===== config.mk =====
export PLATFORM = sky130hd
export DESIGN_NAME = decode_stage_hz
export DESIGN_NICKNAME = d
export VERILOG_FILES = /design/src/rtl/decode_stage_hz.sv
export SDC_FILE = /design/constraint.sdc
export NUM_CORES = 1
export LEC_CHECK = 0
export ABC_AREA = 1
export CAP_MARGIN = 20
export CELL_PAD_IN_SITES_DETAIL_PLACEMENT = 0
export CELL_PAD_IN_SITES_GLOBAL_PLACEMENT = 1
export CORE_MARGIN = 5
export CORE_UTILIZATION = 24
export DETAILED_ROUTE_END_ITERATION = 12
export PLACE_DENSITY_LB_ADDON = 0.1
export SLEW_MARGIN = 20
export SYNTH_ARGS = -nofsm -noshare
export SYNTH_HDL_FRONTEND = slang
export SYNTH_SLANG_ARGS = --single-unit

===== constraint.sdc =====
create_clock -name clk -period 2 [get_ports clk]
set_input_delay 0.6 -clock clk [delete_from_list [all_inputs] [get_ports clk]]
set_output_delay 0.6 -clock clk [all_outputs]
set_load 0.05 [all_outputs]

===== src/rtl/decode_stage_hz.sv =====
// decode_stage_hz: ID stage of the 5-stage core.
// Decodes the IF/ID instruction, drives the regfile read addresses,
// detects load-use and multiply-result hazards, and registers the ID/EX boundary.
// Ports:
//   clk, reset                - clock, synchronous active-high reset
//   in_valid, pc, instruction - IF/ID contents
//   flush, ext_stall          - redirect squash / downstream hold
//   ex_memread, ex_dest_reg   - load in EX, for load-use detection
//   src_reg1/2, rin_reg1/2    - regfile read address / data
//   stall_out                 - hold PC and IF/ID (combinational)
//   is_jump, jump_addr        - early jump redirect (combinational)
//   out_*, rout_*, dest_reg, imm, op_code, funct_code, is_mult, control bits
//                             - ID/EX registers
module decode_stage_hz #(
    parameter int ADDR_W         = 32,
    parameter int INSTR_W        = 32,
    parameter int REG_W          = 32,
    parameter int REG_AW         = 5,
    parameter int MULT_LAT       = 5,
    parameter bit IMM_ZEXT_LOGIC = 1'b1
) (
    input  logic               clk,
    input  logic               reset,
    input  logic               in_valid,
    input  logic [ADDR_W-1:0]  pc,
    input  logic [INSTR_W-1:0] instruction,
    input  logic               flush,
    input  logic               ext_stall,
    input  logic               ex_memread,
    input  logic [REG_AW-1:0]  ex_dest_reg,
    output logic [REG_AW-1:0]  src_reg1,
    output logic [REG_AW-1:0]  src_reg2,
    input  logic [REG_W-1:0]   rin_reg1,
    input  logic [REG_W-1:0]   rin_reg2,
    output logic               stall_out,
    output logic               is_jump,
    output logic [ADDR_W-1:0]  jump_addr,
    output logic               out_valid,
    output logic [ADDR_W-1:0]  out_pc,
    output logic [REG_AW-1:0]  out_addr_reg1,
    output logic [REG_AW-1:0]  out_addr_reg2,
    output logic [REG_W-1:0]   rout_reg1,
    output logic [REG_W-1:0]   rout_reg2,
    output logic [REG_AW-1:0]  dest_reg,
    output logic [ADDR_W-1:0]  imm,
    output logic [5:0]         op_code,
    output logic [5:0]         funct_code,
    output logic               is_mult,
    output logic               regwrite,
    output logic               memtoreg,
    output logic               memread,
    output logic               memwrite,
    output logic               byteword,
    output logic               alusrc
);

    localparam logic [5:0] OP_RTYPE = 6'h00;
    localparam logic [5:0] OP_JUMP  = 6'h02;
    localparam logic [5:0] OP_BEQ   = 6'h04;
    localparam logic [5:0] OP_BNE   = 6'h05;
    localparam logic [5:0] OP_ADDI  = 6'h08;
    localparam logic [5:0] OP_SLTI  = 6'h0A;
    localparam logic [5:0] OP_ANDI  = 6'h0C;
    localparam logic [5:0] OP_ORI   = 6'h0D;
    localparam logic [5:0] OP_XORI  = 6'h0E;
    localparam logic [5:0] OP_LDB   = 6'h20;
    localparam logic [5:0] OP_LDW   = 6'h23;
    localparam logic [5:0] OP_STB   = 6'h28;
    localparam logic [5:0] OP_STW   = 6'h2B;
    localparam logic [5:0] FN_MUL   = 6'h18;

    localparam int CNT_W = (MULT_LAT > 1) ? $clog2(MULT_LAT) : 1;
    localparam logic [CNT_W-1:0] MUL_LOAD = CNT_W'(MULT_LAT - 1);

    logic [5:0]        opc, fn;
    logic [REG_AW-1:0] rs, rt, rd;
    logic is_rtype, is_load, is_store, is_imm_alu, is_logic_imm, is_branch;
    logic rt_src, dec_is_mul;
    logic [REG_AW-1:0] dec_dest;
    logic [ADDR_W-1:0] dec_imm;
    logic load_hz, mult_hz, take, mul_issue, mul_busy;
    logic [CNT_W-1:0]  mul_cnt;
    logic [REG_AW-1:0] mul_dst;

    assign opc = instruction[31:26];
    assign rs  = instruction[25:21];
    assign rt  = instruction[20:16];
    assign rd  = instruction[15:11];
    assign fn  = instruction[5:0];

    assign src_reg1 = rs;
    assign src_reg2 = rt;

    assign is_rtype     = (opc == OP_RTYPE);
    assign is_load      = (opc == OP_LDW) || (opc == OP_LDB);
    assign is_store     = (opc == OP_STW) || (opc == OP_STB);
    assign is_logic_imm = (opc == OP_ANDI) || (opc == OP_ORI) || (opc == OP_XORI);
    assign is_imm_alu   = (opc == OP_ADDI) || (opc == OP_SLTI) || is_logic_imm;
    assign is_branch    = (opc == OP_BEQ) || (opc == OP_BNE);
    // rt is read as data by R-type, stores (store data) and branches (compare)
    assign rt_src       = is_rtype || is_store || is_branch;
    assign dec_is_mul   = is_rtype && (fn == FN_MUL);

    assign dec_dest = (is_load || is_imm_alu) ? rt :
                      is_rtype                ? rd : '0;

    assign dec_imm = (IMM_ZEXT_LOGIC && is_logic_imm)
                   ? {{(ADDR_W-16){1'b0}}, instruction[15:0]}
                   : {{(ADDR_W-16){instruction[15]}}, instruction[15:0]};

    assign is_jump   = in_valid && (opc == OP_JUMP) && !flush;
    assign jump_addr = {pc[ADDR_W-1:28], instruction[25:0], 2'b00};

    assign load_hz = in_valid && ex_memread && (ex_dest_reg != '0) &&
                     ((ex_dest_reg == rs) || (rt_src && (ex_dest_reg == rt)));

    assign mul_busy = (mul_cnt != '0);
    assign mult_hz  = in_valid && mul_busy && (mul_dst != '0) &&
                      ((mul_dst == rs) || (rt_src && (mul_dst == rt)));

    assign stall_out = !flush && (ext_stall || load_hz || mult_hz);

    // An instruction really moves into EX only when none of the bubble causes apply
    assign take      = in_valid && !flush && !load_hz && !mult_hz;
    assign mul_issue = take && dec_is_mul && !ext_stall;

    always_ff @(posedge clk) begin
        if (reset) begin
            mul_cnt       <= '0;
            mul_dst       <= '0;
            out_valid     <= 1'b0;
            out_pc        <= '0;
            out_addr_reg1 <= '0;
            out_addr_reg2 <= '0;
            rout_reg1     <= '0;
            rout_reg2     <= '0;
            dest_reg      <= '0;
            imm           <= '0;
            op_code       <= '0;
            funct_code    <= '0;
            is_mult       <= 1'b0;
            regwrite      <= 1'b0;
            memtoreg      <= 1'b0;
            memread       <= 1'b0;
            memwrite      <= 1'b0;
            byteword      <= 1'b0;
            alusrc        <= 1'b0;
        end else begin
            // scoreboard keeps counting even while EX is held
            if (mul_issue) begin
                mul_cnt <= MUL_LOAD;
                mul_dst <= dec_dest;
            end else if (mul_busy) begin
                mul_cnt <= mul_cnt - CNT_W'(1);
            end

            if (!ext_stall) begin
                out_valid     <= take;
                out_pc        <= pc;
                out_addr_reg1 <= rs;
                out_addr_reg2 <= rt_src ? rt : '0;
                rout_reg1     <= rin_reg1;
                rout_reg2     <= rin_reg2;
                dest_reg      <= dec_dest;
                imm           <= dec_imm;
                op_code       <= opc;
                funct_code    <= fn;
                is_mult       <= take && dec_is_mul;
                regwrite      <= take && (is_load || is_imm_alu || is_rtype) && (dec_dest != '0);
                memtoreg      <= take && is_load;
                memread       <= take && is_load;
                memwrite      <= take && is_store;
                byteword      <= take && ((opc == OP_LDB) || (opc == OP_STB));
                alusrc        <= take && (is_load || is_store || is_imm_alu);
            end
        end
    end

endmodule


==> metrics.md <==
| Metric | Value |
|---|---|
| Pin count of the biggest net entering global routing | `between 70 and 80` |
| Seq/Total Area, Yosys | `0.471` |
| Synth Area per Inst | `7.49 sq um` |
| Top cells by area, synth | `dfxtp_1, nor2_1, o21ai_0` |
| Reg2Reg Depth | `16` |
| Area growth syn-to-layout | `81.5%` |
| Failing checks | `negative setup slack` |
| Grt ovf | `0` |
| Antenna viol nets, final | `0` |
| Worst Setup End Kind | `output pin` |
| # DRC | `0` |
| Initial antenna violation count | `1` |
| Drt initial violations | `approximately 270` |
| N_diodes | `0` |
| CTS root buffer | `clkbuf_16` |
| Status | `finished with violations` |
| First-pass GRT wire length | `38200 um` |
| Top cell type's share of synthesized area | `0.471` |
| Min Tclk post-route | `between 2 and 2.5 ns` |
| Total number of H-tree levels | `4` |
| All-Layer GR Usage | `0.166` |
| Die ar. | `between 0.02 and 0.03 sq mm` |
| I/O pin cnt | `~350` |
| Cells after Synth | `between 800 and 900` |
| CP required | `1.40 ns` |
| CTS max path bufs | `2` |
| CP startpoint kind | `input pin` |
| Achievable Freq | `0.424 GHz` |
| Cell taking the most area after synthesis | `dfxtp_1` |
| Synthesized cell area | `about 0.0063 sq mm` |
| WL final | `about 26000 um` |
| Final count of negative-setup-slack endpoints | `3` |
| Worst Hold Depth | `3` |
| Vias in the first global route | `~6600` |
| MaxCap Viol Count | `0` |
| Critical path class | `in -> out` |
| CP max stage delay | `roughly 0.23 ns` |
| Fin worst setup slack | `-0.360 ns` |
| Clock buffer count from CTS | `17` |
| Initial Util | `0.244` |
| Die X | `between 150 and 200 um` |
| CP max stage cell | `clkdlybuf4s15_1` |
| Filler cell count in the final layout | `2619` |
| Final hold slack | `approximately 0.45 ns` |
| Row Count | `59` |
| Die Span Y | `around 170 um` |
| CTS tree | `done` |
| Clock skew | `about 0.012 ns` |
| Clk sink count | `149` |
| Final cycle utilization of the critical path | `1.18` |
| CP Data Arrival Time | `between 1.5 and 2 ns` |
| Total number of yosys warnings | `0` |
| Leakage power | `5.34 nW` |
| Clk slew on worst S/H paths | `0.07 ns` |
| Vias per cell | `between 4 and 5` |
| RSZ-0062 raised after global routing | `true` |
| Sum Neg Setup Slack | `-0.572 ns` |
| Crit Path Max Fanout | `3` |
| Hold Violations, Final | `0` |
| Synth Register Bits | `about 150` |
| Gpl congestion | `0.778` |
| Crit-path cells | `clkdlybuf4s15_1, buf_4, xnor2_1, nand4_1, nand2_2, nand2_4, nand2_4, o21ai_4, inv_4, buf_12` |
| Core ar. | `roughly 0.026 sq mm` |
| Final Slew Violations | `0` |
| Clock Latency Late Sink | `roughly 0.42 ns` |
| Max rail drop VDD | `0.469 mV` |
| Net count, final | `between 1000 and 1500` |
| Pwr/cell area | `810 mW/mm^2` |
| Most frequent CP cell | `nand2_4` |
| Distinct cell type count after synthesis | `32` |
| Via count | `6575` |
| Port Buf Inserts | `343` |
| Hold Path Class | `in -> reg` |
| DP HPWL | `between 15000 and 20000 um` |
| TritonRoute pass-1 iters | `4` |
| Post-DR wirelength/cell | `around 17 um` |
| Share of post-route cells with drive strength above 1 | `0.361` |
| Top Registers | `out_pc: 32 flops, rout_reg1: 32 flops, rout_reg2: 32 flops` |
through the flow:
| stage | utilization | power (mW) | worst slack [ns] | instances | cell area [sq um] |
|---|---|---|---|---|---|
| 3_3_place_gp | 0.401 | 5.98 | -0.767 | 1493 | 10400 |
| 6_report | 0.442 | 9.30 | -0.360 | 1561 | 11500 |
| 4_1_cts | 0.439 | 9.35 | -0.420 | 1561 | 11400 |
| 3_5_place_dp | 0.401 | 5.98 | -0.798 | 1493 | 10400 |
| 2_1_floorplan | - | 4.83 | -0.140 | 846 | 6360 |
| 5_1_grt | 0.442 | 9.77 | -0.426 | 1561 | 11500 |
kinds of logic (layout without fill, tap and decap cells):
group / count (synthesis) / after routing / share of synthesized area
simple gates: 364 / 364 / 0.246
compound gates: 167 / 167 / 0.134
buf+inv: 151 / 531 / 0.129
flops: 149 / 149 / 0.471
xor+xnor: 11 / 11 / 0.0152
fa+ha+maj: 2 / 2 / 0.00395
other cells: 1 / 2 / 0.000593
worst paths after layout:
check,from,endpoint,slack [ns]
setup / recovery,instruction[21],stall_out,-0.36
hold / removal,instruction[30],op_code[4],0.45
setup reg to reg,mul_cnt[0],mul_cnt[2],-0.13
hold reg to reg,byteword,byteword,0.47
area by class of cell:
type	instances	area, sq um	share of cell area
clock buffers	19	443	0.0386
clock inverters	13	114	0.00991
multi-input cells	546	2740	0.239
inverters	42	174	0.0151
flip-flops and latches	149	2990	0.261
repair buffers	457	4610	0.401
well taps	335	419	0.0365
synth_stat cells:
| cell | number |
|---|---|
| nand3_1 | 7 |
| inv_2 | 3 |
| nand3_4 | 2 |
| nand4_4 | 1 |
| nor2_8 | 1 |
| dfxtp_1 | 149 |
| o211ai_1 | 2 |
| nand2_2 | 4 |
| o21a_1 | 2 |
| inv_1 | 39 |
| nor2_2 | 2 |
| o21ai_0 | 137 |
| clkbuf_1 | 41 |
| nor4_1 | 2 |
| nand2_1 | 68 |
| nor3_1 | 1 |
| ha_1 | 2 |
| xnor2_1 | 8 |
| buf_6 | 1 |
| nor4_4 | 1 |
| a22oi_1 | 1 |
| buf_4 | 64 |
| nand2_4 | 4 |
| conb_1 | 1 |
| xor2_1 | 3 |
| buf_2 | 1 |
| buf_1 | 2 |
| nand3_2 | 3 |
| nor2_1 | 257 |
| nand4_1 | 10 |
| nor2_4 | 1 |
| a21oi_1 | 25 |
power breakdown:
group	switching (mW)	internal, mW	total, mW
logic	1.69	1.23	2.92
clock network	1.41	1.66	3.08
registers	0.121	3.18	3.30
worst max-delay path, delay by kind of cell:
family	cells	cell delay [ns]
AND/OR/NAND/NOR	4	0.33
AO/OA/AOI/OAI	1	0.14
buffers and inverters	4	0.59
XOR/XNOR	1	0.11
repair_timing:
| action | CTS | global route |
|---|---|---|
| setup endpoints to repair | 31 | 14 |
| hold buffers | 0 | 0 |
| setup buffers | 38 | 6 |
| pin swaps | 34 | 22 |
| gates resized for setup | 120 | 50 |
metal layers:
metal  track usage  share of wire  up-vias
li1              -              -     3369
met1         0.209           0.42     2985
met2         0.284           0.49      195
met3        0.0430          0.072       24
met4        0.0437          0.015        2
met5             0        0.00050        -
layout by cell type (no fill, tap or decap), types with 7 or more instances in the layout:
master / instances
nand2_2: 10
buf_12: 66
nor2_1: 249
inv_1: 25
a21oi_1: 23
nor2_2: 7
dfxtp_1: 143
buf_4: 241
nand4_1: 10
nand2_4: 10
o21ai_0: 130
nand2_1: 56
dlygate4sd2_1: 8
buf_6: 16
inv_2: 11
clkdlybuf4s50_1: 110
clkbuf_16: 17
Power figures use the tool's default switching activity.
==> edit, RTL diff (same flow settings) <==
`MULT_LAT`: 5 -> 4.
--- a/src/rtl/decode_stage_hz.sv
+++ b/src/rtl/decode_stage_hz.sv
@@ -16,7 +16,7 @@
     parameter int INSTR_W        = 32,
     parameter int REG_W          = 32,
     parameter int REG_AW         = 5,
-    parameter int MULT_LAT       = 5,
+    parameter int MULT_LAT       = 4,
     parameter bit IMM_ZEXT_LOGIC = 1'b1
 ) (
     input  logic               clk,
Formal check against the unedited RTL: same outputs for any inputs over 4 cycles, from zero or initial values and one cycle with reset high; that may be too few to reach the edited logic, so the function may still have changed.
==> edit against the unedited design <==
The run still ends with negative setup slack left. Cell area shrank 1.7%. Worst hold slack improved by 20 ps. Sequential power is 2% lower. Sequential cell count is 1 lower. Power fell by 0.11%. Worst setup slack better by 15 ps. Area after synthesis about the same. Wire length shrank 2.9%. Clock skew shrank 8.9 ps. Critical endpoint unchanged. Largest cell class unchanged. Largest power group is now the clock network.
==> edit: results (changes against the unedited design) <==
| Metric | Value |
|---|---|
| R2R Path End | `mul_dst[0]` |
| Setup WS pre-CTS | `-792 ps (+5.96 ps)` |
| Hold crit path type | `reg2reg` |
| Initial antenna violation count | `2 (+1)` |
| Post-synthesis compound-gate area fraction | `12.8% (-0.58 points)` |
| R2R setup slack | `300 ps (+430 ps)` |
| Failing checks | `negative setup slack` |
| Setup TNS | `-409 ps (+164 ps)` |
| Number of cells on the worst reg-to-reg path | `13 (-3)` |
| Int Power | `6.16 mW (+1.4%)` |
| Share of cells above drive strength 1 | `33.9% (-2.2 points)` |
| Crit path largest cell delay | `150 ps (-80 ps)` |
| Critical path's top delay family | `simple AND/OR/NAND/NOR gates` |
| Maximum vdd drop | `386 uV (-18%)` |
| Global-route wire length before repair | `37.8 mm (-0.82%)` |
| Fin Hold WS | `469 ps (+20.3 ps)` |
| Largest cells by area after synthesis | `dfxtp_1 (47%), nor2_1 (15%), o21ai_0 (11%)` |
| Largest net degree at the start of global routing | `59 (-25%)` |
| Sequential share of power | `35.0% (-0.5 points)` |
| All-Layer GR Usage | `16.5% (-0.13 points)` |
| Layout Cells excl Fill | `1540 (-1.3%)` |
| Post-route setup slack | `-345 ps (+15.3 ps)` |
| Pleak | `5.24 nW (-1.9%)` |
| Hold path depth | `2 (-1)` |
| Xor and xnor fraction of the mapped netlist area | `1.80% (+0.28 points)` |
| Sequential area share after synthesis | `46.9% (-0.27 points)` |
| Drt initial violations | `327 (+20%)` |
| Final setup fails | `2 (-1)` |
| Status | `finished, violations left` |
[edit: worst reg2reg max path, delay by kind of cell, from the launching register on]
family	cells	cell delay [ps]
DFF	1	350
buffers and inverters	3	370
and+or+nand+nor	9	750
xor gates and xnor gates	1	140
[edit: area by class of cell]
class	count	area (um^2)	share of cell area (%)
repair buffers	440	4430	39.3
flip-flops and latches	148	2970	26.3
multi-input cells	546	2680	23.7
clock buffers	17	425	3.77
well taps	335	419	3.71
clock inverters	15	213	1.88
inverters	39	160	1.42
[edit: layer usage]
metal | up-vias | share of wire, % | global-route usage [%] | wire (um)
met2 | 230 | 45 | 26.3 | 11400
li1 | 3315 | - | - | -
met3 | 22 | 9.7 | 5.90 | 2430
met1 | 2882 | 44 | 21.4 | 11000
met4 | 4 | 1.2 | 3.86 | 292
met5 | - | 0.11 | 0 | 27
